[src/rtl/riscv_soft_host_arbiter.sv]
`default_nettype none
// ============================================================================
//  Module      : riscv_soft_host_arbiter
//  Description : Two-requester arbiter for the riscv_soft_tile host port.
//                Accepts one request at a time, holds it on the tile port
//                until the tile accepts it, and routes the response back to
//                the owning requester. A response timeout forces completion,
//                and a sticky error flag records protocol violations.
//                Define RISCV_SOFT_HOST_ARB_RR_EN for round-robin arbitration;
//                the default is fixed priority with requester 0 winning ties.
//  Revision    : 1.0 - initial release
// ============================================================================
module riscv_soft_host_arbiter #(
    parameter int XPR_LEN        = 32,
    parameter int TIMEOUT_CYCLES = 1024
) (
    input  logic               S_AXI_ACLK,
    input  logic               reset,
    input  logic               req0_valid,
    output logic               req0_ready,
    input  logic [1:0]         req0_op,
    input  logic [2:0]         req0_op_type,
    input  logic [XPR_LEN-1:0] req0_addr,
    input  logic [XPR_LEN-1:0] req0_data,
    input  logic               req1_valid,
    output logic               req1_ready,
    input  logic [1:0]         req1_op,
    input  logic [2:0]         req1_op_type,
    input  logic [XPR_LEN-1:0] req1_addr,
    input  logic [XPR_LEN-1:0] req1_data,
    output logic               resp0_valid,
    output logic [XPR_LEN-1:0] resp0_data,
    output logic               resp1_valid,
    output logic [XPR_LEN-1:0] resp1_data,
    output logic               host_req_valid,
    input  logic               host_req_ready,
    output logic [1:0]         host_req_op,
    output logic [2:0]         host_req_op_type,
    output logic [XPR_LEN-1:0] host_req_addr,
    output logic [XPR_LEN-1:0] host_req_data,
    input  logic               host_resp_valid,
    input  logic [XPR_LEN-1:0] host_resp_data,
    output logic               err,
    output logic               timeout
);

    localparam int                 c_cnt_w    = (TIMEOUT_CYCLES > 1) ? $clog2(TIMEOUT_CYCLES) : 1;
    localparam logic [c_cnt_w-1:0] c_cnt_last = c_cnt_w'(TIMEOUT_CYCLES - 1);

    typedef enum logic [1:0] {
        ST_IDLE      = 2'd0,
        ST_ISSUE     = 2'd1,
        ST_WAIT_RESP = 2'd2
    } state_t;

    state_t               state_q, state_d;
    logic                 last_grant_q, last_grant_d;
    logic                 owner_q, owner_d;
    logic [1:0]           op_q, op_d;
    logic [2:0]           op_type_q, op_type_d;
    logic [XPR_LEN-1:0]   addr_q, addr_d;
    logic [XPR_LEN-1:0]   data_q, data_d;
    logic [c_cnt_w-1:0]   cnt_q, cnt_d;
    logic                 err_q, err_d;

    logic                 grant;
    logic                 handshake;
    logic                 resp_fire;
    logic [XPR_LEN-1:0]   resp_payload;

    // The held request drives the tile port; it only changes on an accept.
    assign host_req_op      = op_q;
    assign host_req_op_type = op_type_q;
    assign host_req_addr    = addr_q;
    assign host_req_data    = data_q;
    assign err              = err_q;

    // Select the winning requester (grant = 1 means requester 1).
    always_comb begin
`ifdef RISCV_SOFT_HOST_ARB_RR_EN
        grant = (req0_valid && req1_valid) ? ~last_grant_q : ~req0_valid;
`else
        grant = ~req0_valid;
`endif
    end

    // Next-state, holding-register and output decode for the transaction FSM.
    always_comb begin
        state_d      = state_q;
        last_grant_d = last_grant_q;
        owner_d      = owner_q;
        op_d         = op_q;
        op_type_d    = op_type_q;
        addr_d       = addr_q;
        data_d       = data_q;
        cnt_d        = cnt_q;
        err_d        = err_q;
        handshake    = 1'b0;
        resp_fire    = 1'b0;
        resp_payload = '0;
        req0_ready   = 1'b0;
        req1_ready   = 1'b0;
        host_req_valid = 1'b0;
        timeout      = 1'b0;

        // Outputs are held quiet while reset is asserted so an in-flight
        // transaction is abandoned without a response pulse.
        if (!reset) begin
            case (state_q)
                ST_IDLE: begin
                    handshake  = grant ? req1_valid : req0_valid;
                    req0_ready = req0_valid && !grant;
                    req1_ready = req1_valid && grant;
                    if (handshake) begin
                        owner_d      = grant;
                        last_grant_d = grant;
                        op_d         = grant ? req1_op      : req0_op;
                        op_type_d    = grant ? req1_op_type : req0_op_type;
                        addr_d       = grant ? req1_addr    : req0_addr;
                        data_d       = grant ? req1_data    : req0_data;
                        state_d      = ST_ISSUE;
                    end
                    if (host_resp_valid) begin
                        err_d = 1'b1;
                    end
                end
                ST_ISSUE: begin
                    host_req_valid = 1'b1;
                    if (host_req_ready) begin
                        cnt_d   = '0;
                        state_d = ST_WAIT_RESP;
                    end
                    if (host_resp_valid) begin
                        err_d = 1'b1;
                    end
                end
                ST_WAIT_RESP: begin
                    // A real response takes precedence over timeout expiry.
                    if (host_resp_valid) begin
                        resp_fire    = 1'b1;
                        resp_payload = host_resp_data;
                        state_d      = ST_IDLE;
                    end else if (cnt_q == c_cnt_last) begin
                        resp_fire = 1'b1;
                        timeout   = 1'b1;
                        err_d     = 1'b1;
                        state_d   = ST_IDLE;
                    end else begin
                        cnt_d = cnt_q + 1'b1;
                    end
                end
                default: begin
                    state_d = ST_IDLE;
                end
            endcase
        end

        resp0_valid = resp_fire && !owner_q;
        resp1_valid = resp_fire && owner_q;
        resp0_data  = resp0_valid ? resp_payload : '0;
        resp1_data  = resp1_valid ? resp_payload : '0;
    end

    // State and holding registers.
    always_ff @(posedge S_AXI_ACLK) begin
        if (reset) begin
            state_q      <= ST_IDLE;
            last_grant_q <= 1'b1;
            owner_q      <= 1'b0;
            op_q         <= '0;
            op_type_q    <= '0;
            addr_q       <= '0;
            data_q       <= '0;
            cnt_q        <= '0;
            err_q        <= 1'b0;
        end else begin
            state_q      <= state_d;
            last_grant_q <= last_grant_d;
            owner_q      <= owner_d;
            op_q         <= op_d;
            op_type_q    <= op_type_d;
            addr_q       <= addr_d;
            data_q       <= data_d;
            cnt_q        <= cnt_d;
            err_q        <= err_d;
        end
    end

endmodule
`default_nettype wire

[config.mk]
export PLATFORM = sky130hd
export DESIGN_NAME = riscv_soft_host_arbiter
export DESIGN_NICKNAME = d
export VERILOG_FILES = /design/src/rtl/riscv_soft_host_arbiter.sv
export SDC_FILE = /design/constraint.sdc
export NUM_CORES = 1
export LEC_CHECK = 0
export ABC_AREA = 1
export CAP_MARGIN = 20
export CORE_AREA = 3 3 121 123
export DETAILED_ROUTE_END_ITERATION = 7
export DIE_AREA = 0 0 124 126
export DONT_BUFFER_PORTS = 1
export GPL_ROUTABILITY_DRIVEN = 0
export HOLD_SLACK_MARGIN = 0.02
export PLACE_DENSITY = 0.58
export SKIP_CTS_REPAIR_TIMING = 1
export SLEW_MARGIN = 20
export SYNTH_ARGS = -nofsm -noshare
export SYNTH_HDL_FRONTEND = slang
export SYNTH_SLANG_ARGS = --single-unit
[constraint.sdc]
create_clock -name S_AXI_ACLK -period 2.15 [get_ports S_AXI_ACLK]
set_input_delay 0.43 -clock S_AXI_ACLK [delete_from_list [all_inputs] [get_ports S_AXI_ACLK]]
set_output_delay 0.43 -clock S_AXI_ACLK [all_outputs]
set_load 0.005 [all_outputs]
==> summary.txt <==
Final layout
  – Nets: 887
  – Area Overhead vs Synth: 8.90%
  – Antenna cells: 0
  – Final non-filler cell total: 895
  – Filler cells: 1453
  – Layout cell share with drive strength beyond 1: 8.53%

Worst setup path
  – CP endpoint kind: primary output
  – Crit path kind: register to primary output
  – Startpoint type of the worst setup path: register
  – CP Max Fanout: 4
  – Worst EP arrival: 1.64 ns
  – CP required: 1.72 ns
  – R2r setup slk: 0.61 ns

Power
  – Leak pwr: 2.68 nW
  – Clk pwr share: 39.7%
  – Internal power: 2.83 mW
  – Comb power frac: 13.6%
  – Max VDD drop: 467 uV
  – Switching share of power: 28.4%
  – Switching power: 1.12 mW
  – Pwr Total: 3.96 mW
  – Power per cell area: 755 nW/um^2
  – Seq pwr share: 46.7%

Placed design
  – Post-Place Setup Slack: 0.191 ns
  – Placed cells: 872
  – DP Wirelength: 10300 um
  – IO Port Bufs: 0

Timing
  – Setup ws final: 0.0830 ns
  – RSZ-0062 raised after global routing: yes
  – Setup TNS: 0 ns
  – Final period utilization: 96.1%
  – Worst hold slack: 0.141 ns
  – Max-slew headroom: 75.0%
  – Fmax: 0.484 GHz
  – Skew final: 0.00471 ns
  – Final setup fails: 0
  – Final Max Tran Viols: 0
  – Final hold vios: 0
  – Min Clock Period, post-route: 2.07 ns
  – Worst-Margin Slew: 0.375 ns

Synthesis
  – Synth Area in Simple Gates: 22.1%
  – Top-area cell type share of the netlist area: 34.6%
  – Warnings, synthesis: 0
  – Distinct cell type count after synthesis: 30
  – Main combinational cell family by area after synthesis: compound AO/OA/AOI/OAI gates
  – Mapped Nets: 915
  – Cell Area, Synth: 4810 sq um
  – Syn avg cell area: 6.52 sq um
  – Area leader, netlist: dfxtp_1
  – Sequential area share after synthesis: 34.6%
  – Synth Instances: 738
  – XOR/XNOR Fraction of Synth Area: 0.364%
  – Synth top area cells: dfxtp_1 (35%), a21oi_1 (15%), inv_1 (12%), nand4_1 (8.8%), nor2_1 (6.6%)
  – Flops & latches, synth: 83
  – Post-synthesis compound-gate area fraction: 23.2%
  – Area share of fa/ha/maj cells after synthesis: 0.260%
  – Multiplexer area fraction after synthesis: 0%

Routing
  – DRT antenna net count: 0
  – Vias: 4505
  – Vias/cell: 5.03
  – First drt pass iteration count: 4
  – DR iter-0 viols: 147
  – Residual DRC count: 0
  – Routed len/inst: 15.8 um
  – Total routed wirelength: 14100 um

CTS
  – Clk sink count: 83
  – CTS tree: built
  – Total CTS buffers: 9
  – CTS clk-pin slew, worst paths: 0.07 ns
  – Max Root-Sink Buffers: 2
  – Root Buffer: clkbuf_16
  – Worst-Skew Late Latency: 0.34 ns
  – CTS H-tree depth: 3

Outcome
  – Status: finished clean

Floorplan
  – Die area: 15600 sq um
  – Die height: 126 um
  – FP Rows: 43
  – Core ar.: 13800 sq um
  – Starting Density: 34.9%
  – I/O pin count: 316
  – Chip width: 124 um

GRT
  – Largest net degree at the start of global routing: 142
  – First-pass GRT wire length: 19700 um
  – Gr ovfl total: 0
  – Initial antenna violation count: 0
  – Vias in the first global route: 3900
  – Total track usage: 16.3%

Flow run
  – Max Cap Viol: 0

Hold path
  – Hold crit path type: input pin to register
layout make-up:
type | instances | area [sq um] | area share, %
clock buffer | 11 | 243 | 4.64
clock inverter | 5 | 61.3 | 1.17
inverter | 154 | 582 | 11.1
multi-input combinational | 440 | 2240 | 42.7
sequential | 83 | 1670 | 31.9
tap | 180 | 225 | 4.30
timing repair buffer | 22 | 220 | 4.21
metrics by stage:
step / util (%) / instance area, sq um
after floorplan: - / 4810
after global placement: 35.1 / 4830
after detailed placement: 35.1 / 4830
after CTS: 37.3 / 5130
after global routing: 38.0 / 5240
final: 38.0 / 5240
routing by layer:
layer,GRT usage [%],routed length [um]
met5,0,0
met4,5.80,194
met3,6.29,1370
met2,29.2,7220
met1,17.0,5330
path summary, 6_finish.rpt:
| path | from | endpoint | cells after the start |
|---|---|---|---|
| min | reset | cnt_q[1]$_SDFFE_PP0P_ | 1 |
| min reg2reg | err$_SDFFE_PP0P_ | err$_SDFFE_PP0P_ | 2 |
| max reg2reg | state_q[0]$_SDFFE_PP0P_ | host_req_data[9]$_SDFFE_PP0P_ | 6 |
| max | cnt_q[0]$_SDFFE_PP0P_ | resp1_valid | 8 |
kinds of logic after synthesis:
kind of cell / Yosys count
AND/OR/NAND/NOR: 215
adder cells (fa/ha/maj): 1
XOR/XNOR: 2
buffers and inverters: 215
AO/OA/AOI/OAI: 222
flip-flops: 83
layout by cell type (no fill, tap or decap), types with 2 or more instances in the layout:
cell type / instances
nor2_1: 83
o21ai_1: 51
buf_4: 18
buf_12: 3
o21ai_0: 21
nor2_4: 3
nor2_2: 2
nand2_2: 2
dfxtp_2: 2
nand4_1: 68
dfxtp_1: 80
a21oi_1: 148
inv_2: 5
nand2_1: 37
nand3_1: 12
clkbuf_16: 10
nor3_1: 3
o21ai_2: 2
inv_1: 146
clkinvlp_4: 3
critical path: stages (launching register included):
cell and delay, ns:
dfxtp_4 0.37, ha_4 0.14, nand2_2 0.07, nor2_4 0.16
nand4_4 0.10, inv_1 0.08, o21ai_2 0.07, nor2_2 0.17
buf_4 0.14
Yosys cell counts (all sizes together):
| cell | instances |
|---|---|
| or2 | 1 |
| clkbuf | 25 |
| nor3 | 3 |
| xnor2 | 1 |
| clkinv | 1 |
| nand2 | 40 |
| xor2 | 1 |
| dfxtp | 83 |
| buf | 36 |
| nand4 | 69 |
| ha | 1 |
| nand3 | 12 |
| nand3b | 1 |
| nor2 | 89 |
| a21oi | 148 |
| o21ai | 74 |
| inv | 153 |
power by group through the flow:
stage                     clock, mW  combinational (mW)  sequential (mW)
after floorplan                   0               0.512             1.83
after global placement            0               0.525             1.89
after detailed placement          0               0.533             1.88
after CTS                      1.62               0.534             1.85
after global routing           1.68               0.620             1.86
final                          1.57               0.538             1.85
flip-flops by register name (all words and copies together), names as in the netlist:
name / flops
host_req_addr: 32
host_req_data: 32
cnt_q: 10
host_req_op_type: 3
host_req_op: 2
state_q: 2
err: 1
owner_q: 1
Power figures use the tool's default switching activity.
